$ cat config.mk
export PLATFORM = sky130hd
export DESIGN_NAME = ctrl_fsm_param
export DESIGN_NICKNAME = d
export VERILOG_FILES = /design/src/rtl/ctrl_fsm_param.sv
export SDC_FILE = /design/constraint.sdc
export NUM_CORES = 1
export LEC_CHECK = 0
export ABC_AREA = 1
export ABC_CLOCK_PERIOD_IN_PS = 1600
export BUFFER_PORTS_ARGS = -buffer_cell sky130_fd_sc_hd__clkbuf_2
export CAP_MARGIN = 20
export CORE_MARGIN = 2
export CORE_UTILIZATION = 52
export CTS_CLUSTER_SIZE = 28
export DETAILED_ROUTE_END_ITERATION = 6
export PLACE_DENSITY = 0.76
export SLEW_MARGIN = 15
export SYNTH_ARGS = -nofsm -noshare
export SYNTH_HDL_FRONTEND = slang
export SYNTH_SLANG_ARGS = --single-unit
$ cat constraint.sdc
create_clock -name clk -period 1.6 [get_ports clk]
set_input_delay 0.24 -clock clk [delete_from_list [all_inputs] [get_ports clk]]
set_output_delay 0.24 -clock clk [all_outputs]
set_load 0.02 [all_outputs]
$ cat src/rtl/ctrl_fsm_param.sv
// Multi-cycle control sequencer for the accumulator CPU: fetch/decode/execute/writeback
// with data-memory wait + timeout, skip-if-zero, halt/resume and a retired-instruction count.
module ctrl_fsm_param #(
  parameter int OPCODE_W = 3,
  parameter int OP_HLT   = 0,
  parameter int OP_SKZ   = 1,
  parameter int OP_ADD   = 2,
  parameter int OP_AND   = 3,
  parameter int OP_XOR   = 4,
  parameter int OP_LDA   = 5,
  parameter int OP_STO   = 6,
  parameter int OP_JMP   = 7,
  parameter int WAIT_W   = 4,
  parameter int CNT_W    = 16
) (
  input  logic                clk,
  input  logic                rst,
  input  logic [OPCODE_W-1:0] opcode,
  input  logic                zero,
  input  logic                mem_ready,
  input  logic                resume,
  output logic                pc_en,
  output logic                pc_load,
  output logic                halt,
  output logic                accumulator_load,
  output logic                accumulator_control,
  output logic                memIns_en,
  output logic                memDa_en,
  output logic                memDa_we,
  output logic                mem_timeout,
  output logic [CNT_W-1:0]    instr_count,
  output logic [2:0]          state_o
);

  typedef enum logic [2:0] {
    FETCH     = 3'd0,
    DECODE    = 3'd1,
    EXECUTE   = 3'd2,
    WRITEBACK = 3'd3,
    SKIP      = 3'd4,
    HALTED    = 3'd5
  } state_t;

  localparam logic [OPCODE_W-1:0] C_HLT = OPCODE_W'(OP_HLT);
  localparam logic [OPCODE_W-1:0] C_SKZ = OPCODE_W'(OP_SKZ);
  localparam logic [OPCODE_W-1:0] C_ADD = OPCODE_W'(OP_ADD);
  localparam logic [OPCODE_W-1:0] C_AND = OPCODE_W'(OP_AND);
  localparam logic [OPCODE_W-1:0] C_XOR = OPCODE_W'(OP_XOR);
  localparam logic [OPCODE_W-1:0] C_LDA = OPCODE_W'(OP_LDA);
  localparam logic [OPCODE_W-1:0] C_STO = OPCODE_W'(OP_STO);
  localparam logic [OPCODE_W-1:0] C_JMP = OPCODE_W'(OP_JMP);

  // The stall that would bring the counter to all-ones is the one that times out.
  localparam logic [WAIT_W-1:0] WAIT_LAST = WAIT_W'((2**WAIT_W) - 2);

  state_t              state;
  state_t              state_nxt;
  logic [OPCODE_W-1:0] op_q;
  logic [WAIT_W-1:0]   wait_cnt;
  logic                timeout_q;
  logic [CNT_W-1:0]    count_q;

  function automatic logic is_acc_op(input logic [OPCODE_W-1:0] op);
    return (op == C_ADD) || (op == C_AND) || (op == C_XOR) || (op == C_LDA);
  endfunction

  function automatic logic is_mem_op(input logic [OPCODE_W-1:0] op);
    return is_acc_op(op) || (op == C_STO);
  endfunction

  always_ff @(posedge clk) begin
    if (rst) begin
      state <= FETCH;
    end else begin
      state <= state_nxt;
    end
  end

  always_ff @(posedge clk) begin
    if (rst) begin
      op_q      <= '0;
      wait_cnt  <= '0;
      timeout_q <= 1'b0;
      count_q   <= '0;
    end else begin
      case (state)
        DECODE: op_q <= opcode;
        EXECUTE: begin
          if (mem_ready) begin
            wait_cnt <= '0;
          end else if (wait_cnt == WAIT_LAST) begin
            wait_cnt  <= '0;
            timeout_q <= 1'b1;
          end else begin
            wait_cnt <= wait_cnt + WAIT_W'(1);
          end
        end
        WRITEBACK: count_q <= count_q + CNT_W'(1);
        HALTED: if (resume) timeout_q <= 1'b0;
        default: ;
      endcase
    end
  end

  always_comb begin
    state_nxt = FETCH;
    case (state)
      FETCH:  state_nxt = DECODE;
      DECODE: begin
        if (opcode == C_HLT)         state_nxt = HALTED;
        else if (is_mem_op(opcode))  state_nxt = EXECUTE;
        else                         state_nxt = WRITEBACK;
      end
      EXECUTE: begin
        if (mem_ready)                   state_nxt = WRITEBACK;
        else if (wait_cnt == WAIT_LAST)  state_nxt = HALTED;
        else                             state_nxt = EXECUTE;
      end
      WRITEBACK: begin
        if (op_q != C_JMP && op_q == C_SKZ && zero) state_nxt = SKIP;
        else                                        state_nxt = FETCH;
      end
      SKIP:    state_nxt = FETCH;
      HALTED:  state_nxt = resume ? WRITEBACK : HALTED;
      default: state_nxt = FETCH;
    endcase
  end

  always_comb begin
    pc_en               = 1'b0;
    pc_load             = 1'b0;
    halt                = 1'b0;
    accumulator_load    = 1'b0;
    accumulator_control = 1'b0;
    memIns_en           = 1'b0;
    memDa_en            = 1'b0;
    memDa_we            = 1'b0;
    if (!rst) begin
      case (state)
        FETCH, DECODE: memIns_en = 1'b1;
        EXECUTE: begin
          memDa_en = 1'b1;
          memDa_we = (op_q == C_STO);
          if (mem_ready && is_acc_op(op_q)) begin
            accumulator_load    = 1'b1;
            accumulator_control = (op_q == C_LDA);
          end
        end
        WRITEBACK: begin
          if (op_q == C_JMP) pc_load = 1'b1;
          else               pc_en   = 1'b1;
        end
        SKIP:    pc_en = 1'b1;
        HALTED:  halt  = 1'b1;
        default: ;
      endcase
    end
  end

  assign mem_timeout = timeout_q & ~rst;
  assign instr_count = rst ? '0 : count_q;
  assign state_o     = rst ? 3'd0 : state;

endmodule

======== Word level (Yosys, flattened, before mapping) ========
Cells that the tools add are included.
storage, ports and cells
  register bits after elaboration ......... 27
  input bits .............................. 8
  output and inout port bits .............. 28
  logic and storage cells ................. 81
cells by class
  add/subtract/negate cells ............... 2
  equal/unequal tests ..................... 22
  multiplexer cells ....................... 35
  bitwise logic cells ..................... 2
  reductions and logical operators ........ 15
operator list
  operator                                                          number
  3-bit == test (second input constant)                             9
  1-bit two-way mux                                                 23
  3-bit by 2-bit == test with 1-bit output (second input constant)  6
  3-bit two-way mux                                                 6
  16-bit by 1-bit adder with 16-bit output (second input constant)  1
  16-bit two-way mux                                                1
  3-bit case mux with 5 select lines                                1
  4-bit two-way mux                                                 2
  1-bit logical OR                                                  7
  3-bit by 1-bit == test with 1-bit output (second input constant)  2
  3-bit logical NOT                                                 2
  2-bit inequality test (second input constant)                     3
  4-bit by 1-bit adder with 4-bit output (second input constant)    1
  4-bit == test (second input constant)                             1
  1-bit case mux with 2 select lines                                2
  4-bit AND reduction                                               1
  1-bit logical AND                                                 3
  3-bit inequality test (second input constant)                     1
  2-bit nonzero test                                                1
  2-bit OR reduction                                                1
  1-bit bitwise AND                                                 1
  1-bit inverter                                                    1

======== Longest topological paths before layout ========
Gate-level depths: netlist (run 1).
  word-level depth ........................ 8
  depth in mapped cells ................... 8
  depth with buffers taken out ............ 8

======== Worst setup path after synthesis (run 1) ========
OpenSTA, ideal clock, no wires.
  path type ............................... reg-to-output
  start point ............................. reg state[2]
  end point ............................... out pc_en
  arrival time ............................ 1610 ps
  data required time ...................... 1360 ps
  setup slack ............................. -250 ps
  cell stages (with the launch flop) ...... 5
  buffers on the path ..................... 0
  cell sequence ........................... dfxtp_1 > inv_2 > nor2_1 > inv_1 > o32ai_1
on the way
  word-level cells in the longest chain between the ends .. 3
  elaborated cells between the ends (all ways) .. 4
  those cells by class .................... eq/ne (2); mux (2)
RTL lines
  element                                                                           RTL line  source
  start: declaration                                                                56        state_t state;
  start signal: assignment                                                          75        state <= state_nxt;
  3-bit == test / 3-bit by 2-bit == test with 1-bit output (equally long branches)  139       case (state)
  1-bit case mux with 2 select lines *                                              139
  1-bit two-way mux *                                                               138       if (!rst) begin
  end: declaration                                                                  22        output logic pc_en,
Mark *: on every way between the ends. The rest lies on a longest branch, timed or not.

======== Final worst setup path (run 1) ========
  start point ............................. reg state[2]
  end point ............................... out accumulator_control
on the way
  word-level cells in the longest chain between the ends .. 3
RTL lines
  element                                   RTL line  source
  3-bit by 2-bit == test with 1-bit output  139
  1-bit two-way mux                         139
  1-bit two-way mux                         138
  end: declaration                          26        output logic accumulator_control,
No other way between the ends.

==> results of run 1 <==
## cell usage in the layout (no fill, tap or decap), drive strengths merged
cell / netlist / final
o32ai: 1 / 1
xor2: 1 / 1
o21ai: 15 / 15
nor2: 56 / 56
inv: 41 / 41
a31oi: 1 / 1
dfxtp: 27 / 27
or2: 1 / 1
xnor2: 1 / 1
buf: 0 / 14
clkbuf: 5 / 34
nand2: 49 / 49
nand3: 14 / 14
a21oi: 15 / 15
ha: 3 / 3
nand4: 8 / 8
nor4: 2 / 2
nor3: 7 / 7
## worst max-delay path by stage
stage                           to  slack (ns)  cells after the start
6_report       accumulator_control        0.02                      6
4_1_cts        accumulator_control      -0.009                      7
3_5_place_dp            count_q[8]         0.1                      6
2_1_floorplan                pc_en       -0.07                      4
3_3_place_gp            count_q[8]        0.11                      6
5_1_grt        accumulator_control       -0.02                      6
## worst max-delay path, stage by stage, from the launching register on
cell,delay (ns)
sky130_fd_sc_hd__dfxtp_4,0.40
sky130_fd_sc_hd__nor2_4,0.14
sky130_fd_sc_hd__nand2_4,0.07
sky130_fd_sc_hd__inv_4,0.06
sky130_fd_sc_hd__nand2_4,0.04
sky130_fd_sc_hd__nor4_2,0.12
sky130_fd_sc_hd__buf_4,0.18
## repair_timing
action | in CTS | in global routing
pin swaps | 2 | 2
endpoints found under the setup margin | 5 | 12
setup buffers | 4 | 1
resized for setup | 18 | 17
## area by class of cell
cell class	instances	share of cell area
well taps	31	0.0198
clock buffers	4	0.0134
repair buffers	44	0.132
flip-flops and latches	27	0.282
inverters	41	0.0825
multi-input cells	174	0.470
## registers in the layout, indices dropped and copies added (netlist names)
| register | cells |
|---|---|
| count_q | 16 |
| op_q | 3 |
| state | 3 |
| timeout_q | 1 |
| wait_cnt | 4 |
## through the flow
| stage | cell area [µm²] | hold WS, ns | setup WS [ns] | power [mW] | TNS, ns |
|---|---|---|---|---|---|
| 4_1_cts | 1910 | 0.161 | -0.00880 | 1.32 | -0.0107 |
| 3_5_place_dp | 1810 | 0.484 | 0.0979 | 0.990 | 0 |
| 2_1_floorplan | 1590 | 0.375 | -0.0678 | 0.916 | -0.0678 |
| 6_report | 1960 | 0.179 | 0.0241 | 1.32 | 0 |
| 5_1_grt | 1960 | 0.162 | -0.0228 | 1.39 | -0.0399 |
| 3_3_place_gp | 1810 | 0.489 | 0.106 | 0.987 | 0 |
## per-layer routing
| layer | up-vias | share of wire |
|---|---|---|
| met1 | 725 | 0.50 |
| met3 | 4 | 0.063 |
| met4 | 0 | 0.011 |
| met2 | 48 | 0.42 |
| li1 | 868 | - |
| met5 | - | 0 |
## logic make-up after synthesis
logic type,Yosys count,synth area share
and+or+nand+nor,137,0.402
buffers and inverters,46,0.110
AOI/OAI and AO/OA,32,0.108
DFF,27,0.345
adders and majority gates,3,0.0240
xor gates and xnor gates,2,0.0112
## power breakdown
part	internal [mW]	leakage [nW]	total, mW	switching [mW]
Combinational	0.105	0.674	0.299	0.194
Clock	0.0975	0.0150	0.288	0.191
Sequential	0.705	0.221	0.733	0.0283
Total	0.908	0.911	1.32	0.413
==> PnR_summary.wiki, run 1 <==
{| class="wikitable"
! Metric !! Value
|-
| Clock transition at the register clock pins on the worst setup and hold paths after CTS || approximately 0.14 ns
|-
| Num rows || 19
|-
| Critical path startpoint || state[2]
|-
| Violation count after the first detailed-route iteration || 103
|-
| Yosys warning total || 0
|-
| Post-synth net total || 258
|-
| Most frequent cells after synthesis || sky130_fd_sc_hd__nor2_1 (52), sky130_fd_sc_hd__nand2_1 (47), sky130_fd_sc_hd__inv_1 (38)
|-
| Fmax || 635 MHz
|-
| Layout fillers || 249
|-
| Critical path data arrival time || 1.34 ns
|-
| Maxcap violations || 0
|-
| Routed wire length || 3510 µm
|-
| Most Crowded Layer GR || met2
|-
| Worst hold start || opcode[2]
|-
| Top area cells in the synthesized netlist || sky130_fd_sc_hd__dfxtp_1 (35%), sky130_fd_sc_hd__nor2_1 (12%), sky130_fd_sc_hd__nand2_1 (11%), sky130_fd_sc_hd__inv_1 (9.1%), sky130_fd_sc_hd__a21oi_1 (4.8%)
|-
| Post-layout minimum cycle time || ~1.6 ns
|-
| Placer congestion estimate || 0.842
|-
| HPWL after detailed placement || 2620 µm
|-
| Synth top area share || 0.345
|-
| Non-filler cells, final || between 300 and 400
|-
| CTS tree || done
|-
| Initial antenna violation count || 0
|-
| Violations in the final reports || design-rule violations
|-
| Register area || 552 µm²
|-
| Initial cell density of the core || 0.558
|-
| Critical R2R Launch || count_q[0]
|-
| Clock tree buffer depth || 2
|-
| Most used standard cell by instance count after synthesis || sky130_fd_sc_hd__nor2_1
|-
| Met3 capacity usage during global routing || 0.0418
|-
| Required time at the endpoint of the critical path || ~1.4 ns
|-
| Count of antenna-violating nets left after detailed routing || 0
|-
| Placeable Area || between 2000 and 3000 µm²
|-
| Final setup skew || 0.0113 ns
|-
| Cell count after placement || 312
|-
| Signed area change from the synthesized netlist to the final layout || 24.9%
|-
| Congestion Overflow GR || 0
|-
| Highest ir drop seen on vdd || 0.525 mV
|-
| Detailed-route wire length per cell || 10.9 µm
|-
| Final nets || 302
|-
| Endpoints failing hold || 0
|-
| Hold path endpoint || op_q[2]
|-
| Met1 global-route usage || 0.317
|-
| Insertion delay to the later sink of the worst-skew pair || 0.32 ns
|-
| Met2 capacity usage during global routing || 0.352
|-
| Slew Limit Headroom || 0.783
|-
| Startpoint class of the critical path || register
|-
| Worst-margin pin slew || 0.324 ns
|-
| RSZ-0062 raised after global routing || true
|-
| Number of enable flip-flop cells after synthesis || 0
|-
| Hold path depth || 3
|-
| Most area-hungry cell type in the Yosys netlist || sky130_fd_sc_hd__dfxtp_1
|-
| Part of the Yosys area used for sequential elements || 0.345
|-
| Setup violation total in the final timing report || 0
|-
| Via count of the first global-routing pass || approximately 1,500
|-
| Critical-path maximum fanout || 4
|-
| Number of buffers inserted during clock tree synthesis || 3
|-
| Reg-to-Reg End || count_q[14]
|-
| Power density relative to cell area || a little under 700 nW/µm²
|-
| Layout cell share with drive strength beyond 1 || 0.259
|-
| Diodes inserted || 0
|-
| Worst reg-to-reg path cell count || 6
|-
| Cells after synthesis || 247
|-
| Clock H-tree levels || 1
|-
| Cell leakage power || 0.911 nW
|-
| Number of vias after detailed routing || 1,645
|-
| Number of placed I/O pins || 36
|-
| Height of the chip || 58.9 µm
|-
| CP endpoint kind || output port
|-
| Post-layout util || 0.698
|-
| Vias/cell || 5.12
|-
| GR Util All Layers || 0.223
|-
| Post-synthesis cell type count || 26
|-
| Result of the run || complete, but fails checks
|-
| Post-Syn Area || 1570 µm²
|-
| Die Wd || ~59 µm
|-
| Largest net degree at the start of global routing || 22
|-
| Die area || 3470 µm²
|-
| Worst reg2reg setup slack || 0.12 ns
|-
| Flops & latches, synth || 27
|-
| Setup CP Type || register to output port
|-
| Mapped Avg Cell Area || 6.34 µm²
|-
| Max Transition Viols Final || 0
|-
| Final Cycle Share || 0.985
|-
| Number of I/O port buffers || 35
|-
| Share of flip-flops with an asynchronous set or reset || 0
|-
| Path type of the worst min-delay path || input pin to register
|-
| Global-route wire length before repair || 6140 µm
|-
| Number of sinks driven by the clock tree || 27
|-
| Main synth FF type || sky130_fd_sc_hd__dfxtp_1
|-
| CTS Root Buffer Type || sky130_fd_sc_hd__clkbuf_4
|-
| First-pass DRT Iterations || 6
|-
| Number of hold-repair buffers added at the cts stage || 0
|-
| Multi-input gate area || slightly above 900 µm²
|-
| DRC errors left || 3
|}
No activity file was read; power rests on OpenSTA's default activity.
==> run 2: changes to the inputs <==
CORE_ASPECT_RATIO = 1.4   (was unset)
==> run 2 against run 1 <==
Clock skew fell by 0.0090 ns; via count fell by 0.12%; combinational power fell by 11%; power rose by 4.7%; global-route usage fell by 0.097 points; the flow now finishes without violations; final area fell by 1.3%; fmax rose by 0.31%; utilization fell by 2.6 points; highest routed layer unchanged; hold slack improved by 0.088 ns; non-clock buffer count did not move; routed wire length rose by 3.9%; clock power rose by 32%.
==> PnR_summary.wiki, run 2 (synthesis results as in run 1) <==
{| class="wikitable"
! Metric !! Value
|-
| Count of antenna-violating nets left after detailed routing || 0
|-
| Number of buffers inserted during clock tree synthesis || 3
|-
| Internal power summed over all cells || 970 µW
|-
| Die area || roughly 3500 µm²
|-
| Critical path endpoint || accumulator_control
|-
| Combinational share of power || 0.191
|-
| Layout cell share with drive strength beyond 1 || 0.234
|-
| Critical R2R Launch || count_q[0]
|-
| Reg-to-Reg End || count_q[8]
|-
| Diodes inserted || 0
|-
| Placer congestion estimate || 0.799
|-
| Path type of the worst min-delay path || input pin to register
|-
| Post-route met1 wirelength || roughly 1600 µm
|-
| Final Cycle Share || 0.982
|-
| Die Wd || 50.4 µm
|-
| CP endpoint kind || output port
|-
| Design area || around 1900 µm²
|-
| Via count of the first global-routing pass || 1,453
|-
| GR Util All Layers || 0.222
|-
| Final Total Pwr || ~1.4 mW
|-
| DRC errors left || 0
|-
| Final setup skew || 0.00228 ns
|-
| Max Transition Viols Final || 0
|-
| Number of hold-repair buffers added at the cts stage || 0
|-
| CTS tree || done
|-
| Number of placed I/O pins || 36
|-
| Violation count after the first detailed-route iteration || 53
|-
| Critical path startpoint || state[1]
|-
| Height of the chip || 68.9 µm
|-
| Clock transition at the register clock pins on the worst setup and hold paths after CTS || roughly 0.09 ns
|-
| Setup CP Type || register to output port
|-
| Critical path data arrival time || 1.33 ns
|-
| Placeable Area || 2880 µm²
|-
| Insertion delay to the later sink of the worst-skew pair || 0.26 ns
|-
| Global-route wire length before repair || 6000 µm
|-
| Register area || 549 µm²
|-
| First-pass DRT Iterations || 4
|-
| Number of vias after detailed routing || about 1,600
|-
| Largest net degree at the start of global routing || 15
|-
| Power density relative to cell area || 716 nW/µm²
|-
| Largest register FFs || 16
|-
| Wire length on met2 || 1920 µm
|-
| Detail Route met3 WL || 145 µm
|-
| Num rows || 23
|-
| Cell leakage power || 0.907 nW
|-
| Clock H-tree levels || 1
|-
| Fmax || 637 MHz
|-
| Number of I/O port buffers || 35
|-
| Result of the run || completed
|-
| Number of sinks driven by the clock tree || 27
|-
| Worst reg2reg setup slack || 0.15 ns
|-
| Slew Limit Headroom || 0.785
|-
| Endpoints failing hold || 0
|-
| Initial antenna violation count || 0
|-
| Critical-path maximum fanout || 5
|-
| Startpoint class of the critical path || register
|-
| Final nets || 302
|-
| Setup violation total in the final timing report || 0
|-
| Post-Place Cell Area || 1830 µm²
|-
| Switching Share || 0.298
|-
| Top flop regs || count_q (16), wait_cnt (4)
|-
| Post-layout minimum cycle time || about 1.6 ns
|-
| Multi-input gate area || 882 µm²
|-
| Required time at the endpoint of the critical path || 1.36 ns
|-
| Clock tree buffer depth || 2
|-
| Power share of the clock group || 0.274
|-
| Signed area change from the synthesized netlist to the final layout || 23.3%
|-
| Vias/cell || 5.02
|-
| Worst reg-to-reg path cell count || 6
|-
| Highest layer used for signal routing || met4
|-
| Highest ir drop seen on vdd || 0.476 mV
|-
| Maxcap violations || 0
|-
| Largest register by flop count || count_q
|-
| CTS Root Buffer Type || sky130_fd_sc_hd__clkbuf_8
|-
| Layout fillers || 277
|-
| Leading cell types in the layout, fill and taps excluded || sky130_fd_sc_hd__nor2_1 (51), sky130_fd_sc_hd__nand2_1 (46), sky130_fd_sc_hd__inv_1 (37)
|-
| Initial cell density of the core || 0.544
|-
| Routed wire length || 3640 µm
|-
| Switching Power || 412 µW
|-
| Leading cell type in the layout, fill and taps excluded || sky130_fd_sc_hd__nor2_1
|-
| RSZ-0062 raised after global routing || true
|-
| HPWL after detailed placement || approximately 2800 µm
|-
| Congestion Overflow GR || 0
|-
| Worst-margin pin slew || 0.321 ns
|-
| Detailed-route wire length per cell || 11.1 µm
|-
| Sequential group share of total power || 0.534
|}
-- run 2: cell count changes in the layout (fill, tap and decap cells not counted), sizes merged --
| cell | before | now |
|---|---|---|
| buf | 14 | 13 |
| clkbuf | 34 | 35 |
-- run 2: final cells by class --
cell class / instances / area share
clock buffer: 4 / 0.0233
inverter: 41 / 0.0823
multi-input combinational: 174 / 0.457
sequential: 27 / 0.284
tap: 37 / 0.0240
timing repair buffer: 44 / 0.130
-- run 2: what timing repair did --
| item | in CTS | in global routing |
|---|---|---|
| resized for setup | 8 | 10 |
| pin swaps | 1 | 0 |
| buffers inserted | 3 | 0 |
| endpoints found under the setup margin | 6 | 5 |
-- run 2: worst min path at each step --
stage | startpoint | to | slack [ns] | cells past startpoint
floorplan | opcode[1] | op_q[1] | 0.37 | 2
global placement | count_q[1] | count_q[1] | 0.48 | 2
detailed placement | count_q[1] | count_q[1] | 0.49 | 2
CTS | opcode[1] | op_q[1] | 0.26 | 3
global route | opcode[2] | op_q[2] | 0.27 | 3
finish | opcode[1] | op_q[1] | 0.27 | 3
-- run 2: per-stage QoR --
step                hold WS, ns  TNS, ns  setup WS (ns)  std cells  utilization
floorplan                 0.375  -0.0678        -0.0678        247            -
global placement          0.478        0          0.160        320        0.637
detailed placement        0.485        0          0.131        320        0.637
CTS                       0.263        0        0.00944        327        0.666
global route              0.271   -0.109        -0.0525        327        0.671
finish                    0.267        0         0.0290        327        0.671
-- run 2: layer usage --
layer / global-route usage / vias up
met5: 0 / -
met4: 0.0608 / 0
met3: 0.0216 / 2
met2: 0.456 / 33
met1: 0.237 / 741
li1: - / 867
-- run 2: power by group through the flow --
| stage | clock network [mW] | registers [mW] | logic [mW] |
|---|---|---|---|
| 2_1_floorplan | 0 | 0.747 | 0.169 |
| 3_3_place_gp | 0 | 0.749 | 0.244 |
| 3_5_place_dp | 0 | 0.750 | 0.246 |
| 4_1_cts | 0.393 | 0.735 | 0.261 |
| 5_1_grt | 0.417 | 0.743 | 0.293 |
| 6_report | 0.379 | 0.739 | 0.265 |
-- run 2: critical path, stage by stage, from the launching register on --
cell	delay, ns
sky130_fd_sc_hd__dfxtp_2	0.36
sky130_fd_sc_hd__inv_4	0.05
sky130_fd_sc_hd__nor2_4	0.10
sky130_fd_sc_hd__nand2_4	0.08
sky130_fd_sc_hd__inv_4	0.07
sky130_fd_sc_hd__nand2_2	0.06
sky130_fd_sc_hd__nor4_2	0.16
sky130_fd_sc_hd__buf_4	0.19
